## config.mk

```make
export PLATFORM = sky130hd
export DESIGN_NAME = byte_encode_ctrl
export DESIGN_NICKNAME = d
export VERILOG_FILES = /design/src/rtl/byte_encode_ctrl_pkg.sv /design/src/rtl/byte_encode_ctrl.sv
export SDC_FILE = /design/constraint.sdc
export NUM_CORES = 1
export LEC_CHECK = 0
export BUFFER_PORTS_ARGS = -buffer_cell sky130_fd_sc_hd__buf_2
export CAP_MARGIN = 20
export CELL_PAD_IN_SITES_DETAIL_PLACEMENT = 1
export CELL_PAD_IN_SITES_GLOBAL_PLACEMENT = 2
export CORE_MARGIN = 3
export CORE_UTILIZATION = 39
export CTS_CLUSTER_SIZE = 24
export DETAILED_ROUTE_END_ITERATION = 8
export HOLD_SLACK_MARGIN = 0.05
export PLACE_DENSITY_LB_ADDON = 0.1
export SLEW_MARGIN = 20
export SYNTH_ARGS = -nofsm -noshare
export SYNTH_HDL_FRONTEND = slang
export SYNTH_SLANG_ARGS = --single-unit
```

## constraint.sdc

```tcl
create_clock -name clk -period 9.5 [get_ports clk]
set_clock_uncertainty 0.05 [all_clocks]
set_input_delay 1.9 -clock clk [delete_from_list [all_inputs] [get_ports clk]]
set_output_delay 1.9 -clock clk [all_outputs]
set_load 0.02 [all_outputs]
```

## src/rtl/byte_encode_ctrl_pkg.sv

```systemverilog
// Shared Kyber package: defaults, FSM state encoding and the bit-insert
// helper used by the byte packer.
package byte_encode_ctrl_pkg;

    localparam int N_COEFF_DEF = 256;
    localparam int MAX_D_DEF   = 12;
    localparam int ACC_W       = 20;

    typedef enum logic [1:0] {
        IDLE = 2'd0,
        RUN  = 2'd1,
        FIN  = 2'd2
    } state_t;

    // Keep the low d bits of data and OR them into acc starting at bit pos.
    function automatic logic [ACC_W-1:0] insert_bits(
        input logic [ACC_W-1:0] acc,
        input logic [ACC_W-1:0] data,
        input logic [3:0]       d,
        input logic [4:0]       pos
    );
        logic [ACC_W-1:0] mask;
        mask = (20'd1 << d) - 20'd1;
        return acc | ((data & mask) << pos);
    endfunction

endpackage

```

## src/rtl/byte_encode_ctrl.sv

```systemverilog
// Packs N_COEFF coefficients of d bits each (LSB first) into a byte stream.
// Handshake-driven on both sides; illegal d completes immediately with err.
module byte_encode_ctrl
    import byte_encode_ctrl_pkg::*;
#(
    parameter int N_COEFF = N_COEFF_DEF,
    parameter int MAX_D   = MAX_D_DEF
) (
    input  logic             clk,
    input  logic             rst,
    input  logic             start,
    input  logic [3:0]       d,
    output logic             busy,
    output logic             done,
    output logic             err,
    input  logic             coeff_valid,
    output logic             coeff_ready,
    input  logic [MAX_D-1:0] coeff_data,
    output logic             byte_valid,
    input  logic             byte_ready,
    output logic [7:0]       byte_data
);

    localparam int CCNT_W = $clog2(N_COEFF + 1);
    localparam int OCNT_W = $clog2((N_COEFF * MAX_D) / 8 + 1);

    state_t              state_r;
    state_t              state_s;
    logic [3:0]          d_r;
    logic [ACC_W-1:0]    acc_r;
    logic [4:0]          bcnt_r;
    logic [CCNT_W-1:0]   ccnt_r;
    logic [OCNT_W-1:0]   ocnt_r;
    logic                busy_r;
    logic                done_r;
    logic                err_r;

    logic                d_legal_s;
    logic                accept_s;
    logic                coeff_hs_s;
    logic                byte_hs_s;
    logic                last_byte_s;
    logic [OCNT_W-1:0]   total_bytes_s;

    assign d_legal_s     = (d != 4'd0) && (int'(d) <= MAX_D);
    assign accept_s      = (state_r == IDLE) && start;
    assign total_bytes_s = OCNT_W'((N_COEFF * int'(d_r)) / 8);

    // Ready/valid are decoded purely from registered state so they never
    // combinationally depend on the partner's handshake signal.
    assign coeff_ready = (state_r == RUN) && (ccnt_r < CCNT_W'(N_COEFF)) && (bcnt_r < 5'd8);
    assign byte_valid  = (state_r == RUN) && (bcnt_r >= 5'd8);
    assign byte_data   = acc_r[7:0];

    assign coeff_hs_s  = coeff_valid && coeff_ready;
    assign byte_hs_s   = byte_valid && byte_ready;
    assign last_byte_s = byte_hs_s && (ocnt_r == total_bytes_s - OCNT_W'(1));

    assign busy = busy_r;
    assign done = done_r;
    assign err  = err_r;

    // Next-state decode for the operation sequencer.
    always_comb begin
        state_s = state_r;
        case (state_r)
            IDLE: begin
                if (start) begin
                    if (d_legal_s) begin
                        state_s = RUN;
                    end else begin
                        state_s = FIN;
                    end
                end else begin
                    state_s = IDLE;
                end
            end
            RUN: begin
                if (last_byte_s) begin
                    state_s = FIN;
                end else begin
                    state_s = RUN;
                end
            end
            FIN:     state_s = IDLE;
            default: state_s = IDLE;
        endcase
    end

    // State register plus registered status outputs derived from next state.
    always_ff @(posedge clk or posedge rst) begin
        if (rst) begin
            state_r <= IDLE;
            busy_r  <= 1'b0;
            done_r  <= 1'b0;
            err_r   <= 1'b0;
        end else begin
            state_r <= state_s;
            busy_r  <= (state_s != IDLE);
            done_r  <= (state_s == FIN);
            // FIN is only reachable straight from IDLE via an illegal d.
            err_r   <= (state_s == FIN) && (state_r == IDLE);
        end
    end

    // Accumulator, fill count and progress counters.
    always_ff @(posedge clk or posedge rst) begin
        if (rst) begin
            d_r    <= 4'd0;
            acc_r  <= '0;
            bcnt_r <= 5'd0;
            ccnt_r <= '0;
            ocnt_r <= '0;
        end else if (accept_s) begin
            d_r    <= d;
            acc_r  <= '0;
            bcnt_r <= 5'd0;
            ccnt_r <= '0;
            ocnt_r <= '0;
        end else if (coeff_hs_s) begin
            acc_r  <= insert_bits(acc_r, ACC_W'(coeff_data), d_r, bcnt_r);
            bcnt_r <= bcnt_r + {1'b0, d_r};
            ccnt_r <= ccnt_r + CCNT_W'(1);
        end else if (byte_hs_s) begin
            acc_r  <= acc_r >> 8;
            bcnt_r <= bcnt_r - 5'd8;
            ocnt_r <= ocnt_r + OCNT_W'(1);
        end else begin
            acc_r  <= acc_r;
            bcnt_r <= bcnt_r;
        end
    end

endmodule

```

# After elaboration in Yosys (flattened, before gate mapping)
# Cells that the tools add are included.
[totals] in_bits=21 elab_cells=58 reg_bits=52 output_inout_bits=13
[op_classes] order_cmp=4 n_mux=15 n_eq_ne=4 n_reduce_logical=16 bitwise=2 shifts=2 n_addsub=6
[ops] cell="20-bit two-way mux" count=3
[ops] cell="9-bit two-way mux" count=5
[ops] cell="12-bit by 20-bit AND with 20-bit output" count=1
[ops] cell="20-bit bitwise OR" count=1
[ops] cell="1-bit by 4-bit left shift with 20-bit output (first input constant)" count=1
[ops] cell="20-bit by 5-bit left shift with 20-bit output" count=1
[ops] cell="20-bit by 1-bit subtractor with 20-bit output (second input constant)" count=1
[ops] cell="9-bit by 1-bit adder with 9-bit output (second input constant)" count=2
[ops] cell="5-bit two-way mux" count=3
[ops] cell="9-bit equality test" count=1
[ops] cell="1-bit logical AND" count=9
[ops] cell="9-bit less-than comparator (second input constant)" count=1
[ops] cell="9-bit by 1-bit subtractor with 9-bit output (second input constant)" count=1
[ops] cell="2-bit two-way mux" count=3
[ops] cell="2-bit nonzero test" count=3
[ops] cell="5-bit by 4-bit adder with 5-bit output" count=1
[ops] cell="5-bit by 4-bit >= comparator with 1-bit output (second input constant)" count=1
[ops] cell="5-bit by 4-bit less-than comparator with 1-bit output (second input constant)" count=1
[ops] cell="5-bit by 4-bit subtractor with 5-bit output (second input constant)" count=1
[ops] cell="4-bit less-or-equal comparator (second input constant)" count=1
[ops] cell="2-bit one-hot mux with 2 select lines" count=1
[ops] cell="4-bit nonzero test" count=1
[ops] cell="3-bit nonzero test" count=1
[ops] cell="2-bit by 1-bit equality test with 1-bit output (second input constant)" count=1
[ops] cell="other kinds (4)" count=4

# Depth between registers and ports, before layout
# Gate-level depths: netlist of run 1.
[depth] depth_word=8 ltp_mapped=14 ltp_nobuf=11

# Worst setup path before layout of run 1
# Ideal clock, no wire load.
[synth_path] kind="input to register" from="input port byte_ready" to="register acc_r[18]" arrival_ns=3.245 path_stages=8 n_path_buf=2 setup_ns=0.137 slack_ns=6.067 t_required_ns=9.313 cell_sequence="nor4bb_1 -> a21o_1 -> buf_4 -> o21ai_1 -> buf_2 -> and2_1 -> a311oi_1 -> o41ai_2"
[synth_between] elab_chain_cells=2
[synth_lines] item="start: declaration" line="byte_encode_ctrl.sv:20" rtl="input logic byte_ready,"
[synth_lines] item="1-bit logical AND" line="byte_encode_ctrl.sv:56" rtl="assign byte_hs_s = byte_valid && byte_ready;"
[synth_lines] item="3-bit nonzero test (no source line)"
[synth_lines] item="end signal: assignment" line="byte_encode_ctrl.sv:121" rtl="acc_r <= insert_bits(acc_r, ACC_W'(coeff_data), d_r, bcnt_r);"
[synth_lines] item="end signal: assignment" line="byte_encode_ctrl.sv:125" rtl="acc_r <= acc_r >> 8;"
[synth_lines] item="end signal: assignment" line="byte_encode_ctrl.sv:129" rtl="acc_r <= acc_r;"
[synth_lines] item="end: declaration" line="byte_encode_ctrl.sv:30" rtl="logic [ACC_W-1:0] acc_r;"
# Every way passes these cells.
# A chain may end at the register's enable or synchronous reset.

# Final worst setup path of run 1
[layout_path] from="register bcnt_r[0]" to="output port byte_valid"
[layout_between] elab_chain_cells=2
[layout_lines] item="start: declaration" line="byte_encode_ctrl.sv:31" rtl="logic [4:0] bcnt_r;"
[layout_lines] item="start signal: assignment" line="byte_encode_ctrl.sv:122" rtl="bcnt_r <= bcnt_r + {1'b0, d_r};"
[layout_lines] item="start signal: assignment" line="byte_encode_ctrl.sv:126" rtl="bcnt_r <= bcnt_r - 5'd8;"
[layout_lines] item="start signal: assignment" line="byte_encode_ctrl.sv:130" rtl="bcnt_r <= bcnt_r;"
[layout_lines] item="5-bit by 4-bit >= comparator with 1-bit output" line="byte_encode_ctrl.sv:52" rtl="assign byte_valid = (state_r == RUN) && (bcnt_r >= 5'd8);"
[layout_lines] item="1-bit logical AND" line="byte_encode_ctrl.sv:52"
[layout_lines] item="end: declaration" line="byte_encode_ctrl.sv:19" rtl="output logic byte_valid,"
# Every way passes these cells.

==> results.py, run 1 <==
metrics = {
    "outcome": {
        "status": "finished clean",
    },
    "worst_setup_path": {
        "cp_top_family": "flip-flops",
        "cp.required_ns": 7.55,
        "critPathSlowestCell": "dfrtp_1",
        "crit_path_start_kind": "register",
        "cp_num_buf_inv": 2,
        "worst-path-max-fanout": 28,
        "reg2reg_slack_ns": 5.52,
        "slowest_delay_ns": 0.86,
        "crit_arrival_ns": 2.31,
        "end_kind": "output port",
        "path_cells": "inv_1 > nand2_1 > o31ai_1 > and3b_1 > buf_2",
        "path_class": "register to output port",
    },
    "detailed_routing": {
        "post_drt_wl_per_cell_um": 18.84,
        "drc": 0,
        "viasPerCell": 5.812,
        "drt_first_pass_iters": 4,
        "antenna_left": 0,
        "vias": 3551,
        "drt_wl_total_um": 11510,
        "drt-initial-drc-count": 180,
    },
    "final_layout": {
        "area_growth_pct": 5.982,
        "nets": 512,
        "antenna_cells": 0,
        "drive_above_1_share": 0.1255,
        "fin_util": 0.4264,
    },
    "logic_synthesis": {
        "yosysWarnings": 0,
        "synth-edff-count": 0,
        "synth_area_leaders": "dfrtp_1 33%, nand2_1 5.7%, ha_1 4.1%, nor2_1 4.0%, a21oi_1 2.9%",
        "synth_most_common_cell": "nand2_1",
        "synth_flop_cell": "dfrtp_1",
        "synth_cell_types": 76,
        "yosysSeqAreaShare": 0.3309,
        "synth_top_area_frac": 0.3309,
        "synthTopCellsByCount": "60 x nand2_1, 52 x dfrtp_1, 42 x nor2_1, 24 x clkbuf_1",
        "mappedNetlistNets": 513,
        "synth_seq_cells": 52,
        "async_flop_share": 1.000,
        "synth_area_um2": 3933,
        "synth_cells": 478,
        "synth_top_area_cell": "dfrtp_1",
        "avgSynthCellArea_um2": 8.227,
    },
    "timing": {
        "drv_slew": 0,
        "setup_slack_ns": 5.244,
        "maxSlewHeadroom": 0.3161,
        "hold_viol": 0,
        "worst_pin_slew_ns": 1.017,
        "finalCriticalPeriod_ns": 4.256,
        "rsz0062_at_grt": "false",
        "fin_crit_sh": 0.4480,
        "whs_ns": 0.4662,
        "tns_ns": 0,
        "fmax_ghz": 0.2349,
        "setup_viol": 0,
    },
    "floorplan": {
        "rows": 36,
        "fp.dieW_um": 106.4,
        "num_io_pins": 34,
        "die-area_um2": 11320,
        "core_area_um2": 9774,
        "die_h_um": 106.4,
        "initial_core_util": 0.4023,
    },
    "worst_hold_path": {
        "min_path_type": "register to register",
    },
    "flow_run": {
        "drv_cap": 0,
    },
    "clocking": {
        "cts_buffers": 5,
        "clk_pin_slew_ns": 0.11,
        "cts_setup_buffers": 0,
        "cts.root.buffer_cell": "clkbuf_8",
        "cts_buffer_depth": 2,
        "cts_tree": "built",
        "htreeDepth": 2,
        "clkLatencyLatePin_ns": 0.31,
        "ctsResizeCount": 0,
        "clock-sinks": 52,
        "ctsHoldBuffers": 0,
    },
    "power": {
        "peakVddDrop_uv": 163.9,
        "p_per_area_nw_per_um2": 329.0,
        "power.total_mw": 1.371,
        "leakage_nw": 1.763,
    },
    "grt": {
        "antenna_found_initial": 0,
        "grt_pass1_wl_um": 19470,
        "grt_start_max_net_pins": 53,
        "grt_usage": 0.2125,
        "overflow": 0,
        "grt_pass1_vias": 3700,
    },
    "place": {
        "portBuffers": 33,
        "dp_hpwl_um": 8481,
        "place_ws_ns": 5.412,
        "gp_congestion": 0.8705,
    },
}
==> cells by family after synthesis <==
family          Yosys count  synth area share
flops                    52            0.3309
compound gates          132            0.2370
xor+xnor                 19           0.04232
mux                       8           0.02100
buf+inv                  61           0.07159
simple gates            192            0.2507
fa+ha+maj                14           0.04645
==> layout make-up <==
| class | count | area, um2 |
|---|---|---|
| Tap cell | 133 | 166.4 |
| Sequential cell | 52 | 1301 |
| Multi-Input combinational cell | 365 | 2355 |
| Clock inverter | 3 | 21.27 |
| Timing Repair Buffer | 37 | 195.2 |
| Fill cell | 1200 | 5607 |
| Clock buffer | 5 | 68.82 |
| Inverter | 16 | 60.06 |
==> sequential cells by signal, summed over array words and instances (netlist names) <==
register,count
done,1
err,1
ocnt_r,9
bcnt_r,5
d_r,4
busy,1
ccnt_r,9
state_r,2
acc_r,20
==> power breakdown <==
group | switching, mW | internal (mW) | total, mW
Clock | 0.0822 | 0.0526 | 0.135
Combinational | 0.535 | 0.312 | 0.847
Sequential | 0.105 | 0.285 | 0.389
Total | 0.722 | 0.649 | 1.37
==> layer usage <==
metal  wire (um)  vias up  global-route usage
li1            -     1739                   -
met1        5461     1729              0.3008
met2        5408       71              0.3403
met3         467       12             0.03461
met4         171        0             0.05114
met5           0        -                   0
==> worst reg2reg max path, stage by stage (launching register included) <==
cell      delay, ns
dfrtp_1        0.45
inv_1          0.19
ha_1           0.57
nor3b_1        0.44
inv_1          0.15
ha_1           0.32
nand2_1        0.17
nor3b_1        0.28
a21oi_1        0.16
o31ai_1        0.53
a22oi_1        0.26
o311ai_1       0.32
==> path summary, 6_finish.rpt <==
check | from | to | depth (start not counted)
max in group asynchronous | rst | ocnt_r[6] | 3
hold reg to reg | ccnt_r[8] | ccnt_r[8] | 2
min in group asynchronous | rst | ccnt_r[3] | 3
setup reg to reg | d_r[0] | acc_r[19] | 11
setup / recovery | bcnt_r[0] | byte_valid | 5
hold / removal | ccnt_r[8] | ccnt_r[8] | 2
==> through the flow <==
| step | instances | area, um2 |
|---|---|---|
| after floorplan | 478 | 3933 |
| after global placement | 603 | 4078 |
| after detailed placement | 603 | 4078 |
| after CTS | 611 | 4168 |
| after global routing | 611 | 4168 |
| final | 611 | 4168 |
==> layout by cell type (no fill, tap or decap), types with 6 or more instances in the layout <==
master	count
o211ai_1	6
nor3b_1	6
o21a_1	6
xor2_1	7
nor3_1	12
dfrtp_1	52
o21ai_1	6
a22oi_1	7
nand3_1	15
nand2_1	60
o21ai_0	23
a21oi_1	23
nor4_1	8
xnor2_1	12
buf_2	33
inv_1	15
nand4_1	8
o31ai_1	8
ha_1	13
o22ai_1	6
nor2_1	42
mux2i_1	6
Power figures use the tool's default switching activity.
==> run 2, diff against run 1 <==
--- a/config.mk
+++ b/config.mk
@@ -10,7 +10,7 @@
 export CELL_PAD_IN_SITES_DETAIL_PLACEMENT = 1
 export CELL_PAD_IN_SITES_GLOBAL_PLACEMENT = 2
 export CORE_MARGIN = 3
-export CORE_UTILIZATION = 39
+export CORE_UTILIZATION = 37
 export CTS_CLUSTER_SIZE = 24
 export DETAILED_ROUTE_END_ITERATION = 8
 export HOLD_SLACK_MARGIN = 0.05
==> constraint.sdc (replaced) <==
create_clock -name clk -period 4.3 [get_ports clk]
set_clock_uncertainty 0.05 [all_clocks]
set_input_delay 0.86 -clock clk [delete_from_list [all_inputs] [get_ports clk]]
set_output_delay 0.86 -clock clk [all_outputs]
set_load 0.02 [all_outputs]
==> results.py, run 2 (same netlist as run 1, synthesis figures left out) <==
metrics = {
    "worst_hold_path": {
        "min_path_type": "register to register",
    },
    "floorplan": {
        "rows": 37,
        "initial_core_util": 0.3809,
        "fp.dieW_um": 109.1,
        "die-area_um2": 11900,
        "num_io_pins": 34,
        "die_h_um": 109.1,
        "core_area_um2": 10320,
    },
    "outcome": {
        "status": "finished clean",
    },
    "clocking": {
        "cts_buffer_depth": 2,
        "ctsHoldBuffers": 0,
        "clkLatencyLatePin_ns": 0.32,
        "cts.root.buffer_cell": "clkbuf_8",
        "cts_tree": "built",
        "ctsResizeCount": 0,
        "htreeDepth": 2,
        "clk_pin_slew_ns": 0.10,
        "cts_buffers": 5,
        "cts_setup_buffers": 0,
        "clock-sinks": 52,
    },
    "detailed_routing": {
        "antenna_left": 0,
        "vias": 3709,
        "drc": 0,
        "post_drt_wl_per_cell_um": 19.74,
        "drt_first_pass_iters": 4,
        "viasPerCell": 5.944,
        "drt-initial-drc-count": 142,
        "drt_wl_total_um": 12320,
    },
    "timing": {
        "rsz0062_at_grt": "false",
        "worst_pin_slew_ns": 0.8449,
        "fin_crit_sh": 0.7788,
        "hold_viol": 0,
        "setup_slack_ns": 0.9510,
        "fmax_ghz": 0.2986,
        "maxSlewHeadroom": 0.4367,
        "finalCriticalPeriod_ns": 3.349,
        "whs_ns": 0.4522,
        "setup_viol": 0,
        "tns_ns": 0,
        "drv_slew": 0,
    },
    "place": {
        "gp_congestion": 0.8556,
        "place_ws_ns": 0.9778,
        "placed_cells": 616,
        "post_dp_cell_area_um2": 4156,
        "portBuffers": 33,
        "dp_hpwl_um": 9016,
    },
    "worst_setup_path": {
        "crit_arrival_ns": 3.51,
        "rr_startpoint": "d_r[1]",
        "r2r_cells": 10,
        "cp.depth": 10,
        "crit_path_start_kind": "register",
        "worst-path-max-fanout": 15,
        "critPathMostFrequentCell": "ha_1",
        "crit_start": "d_r[1]",
        "cp_top_family": "simple AND/OR/NAND/NOR gates",
        "slowest_delay_ns": 0.52,
        "path_class": "register to register",
        "path_cells": "inv_1 > ha_1 > nand2_1 > ha_1 > or4bb_1 > nand4_1 > a32o_1 > o22ai_1 > or4_1 > o311ai_1",
        "cp_num_buf_inv": 1,
        "end_kind": "register",
        "cp.required_ns": 4.46,
        "reg2reg_slack_ns": 0.95,
        "endpoint": "acc_r[19]",
        "critPathSlowestCell": "ha_1",
        "timing.rr.end": "acc_r[19]",
    },
    "final_layout": {
        "fin_util": 0.4118,
        "antenna_cells": 0,
        "final_common_cell": "nand2_1",
        "fill_cells": 1247,
        "top_register": "acc_r",
        "drive_above_1_share": 0.1414,
        "design_area_um2": 4252,
        "largest_reg_flops": 20,
        "most-common-layout-cells": "60 x nand2_1, 52 x dfrtp_1, 42 x nor2_1",
        "nets": 522,
        "area_growth_pct": 8.113,
        "final_cells": 624,
        "reg_top3": "acc_r: 20 flops, ccnt_r: 9 flops, ocnt_r: 9 flops",
    },
    "flow_run": {
        "drv_cap": 0,
    },
    "grt": {
        "antenna_found_initial": 0,
        "grt_pass1_vias": 3729,
        "overflow": 0,
        "grt_start_max_net_pins": 47,
        "grt_pass1_wl_um": 19900,
        "grt_usage": 0.2147,
    },
    "power": {
        "p_per_area_nw_per_um2": 735.6,
        "leakage_nw": 1.811,
        "peakVddDrop_uv": 283.7,
        "power.total_mw": 3.127,
    },
}
run 2: cell types whose count changed in the layout (fill, tap and decap cells not counted):
cell	previous run	this run
clkbuf_8	5	6
clkbuf_1	0	1
inv_6	1	0
buf_4	4	14
inv_2	1	0
run 2: worst reg2reg max path, stage by stage (launching register included):
cell      delay [ns]
dfrtp_1         0.48
inv_1           0.16
ha_1            0.52
nand2_1         0.12
ha_1            0.33
or4bb_1         0.50
nand4_1         0.16
a32o_1          0.21
o22ai_1         0.17
or4_1           0.45
o311ai_1        0.09
run 2: worst min path at each step:
stage,startpoint,endpoint,cells past startpoint
5_1_grt,acc_r[0],acc_r[0],2
3_3_place_gp,acc_r[0],acc_r[0],2
6_report,ccnt_r[8],ccnt_r[8],2
3_5_place_dp,acc_r[0],acc_r[0],2
2_1_floorplan,ccnt_r[8],ccnt_r[8],2
4_1_cts,ccnt_r[8],ccnt_r[8],2
run 2: cell type report:
cell class	instances	area, um2	share of cell area
clock buffers	7	86.33	0.02031
inverters	16	61.31	0.01442
well taps	136	170.2	0.04002
repair buffers	47	270.3	0.06357
flip-flops and latches	52	1301	0.3061
multi-input cells	365	2355	0.5539
clock inverters	1	7.507	0.001766
run 2: layer usage:
metal  track usage  routed length, um  part of all wire  vias up
met1        0.2822               5750              0.47     1848
met2        0.3658               5834              0.47       85
li1              -                  -                 -     1759
met5             0                  0                 0        -
met4       0.06041                252             0.020        0
met3       0.03197                482             0.039       17
run 2: report_power, final:
part / internal [mW] / switching, mW / total, mW
clock: 0.131 / 0.171 / 0.302
sequential: 0.630 / 0.180 / 0.811
combinational: 0.739 / 1.28 / 2.01
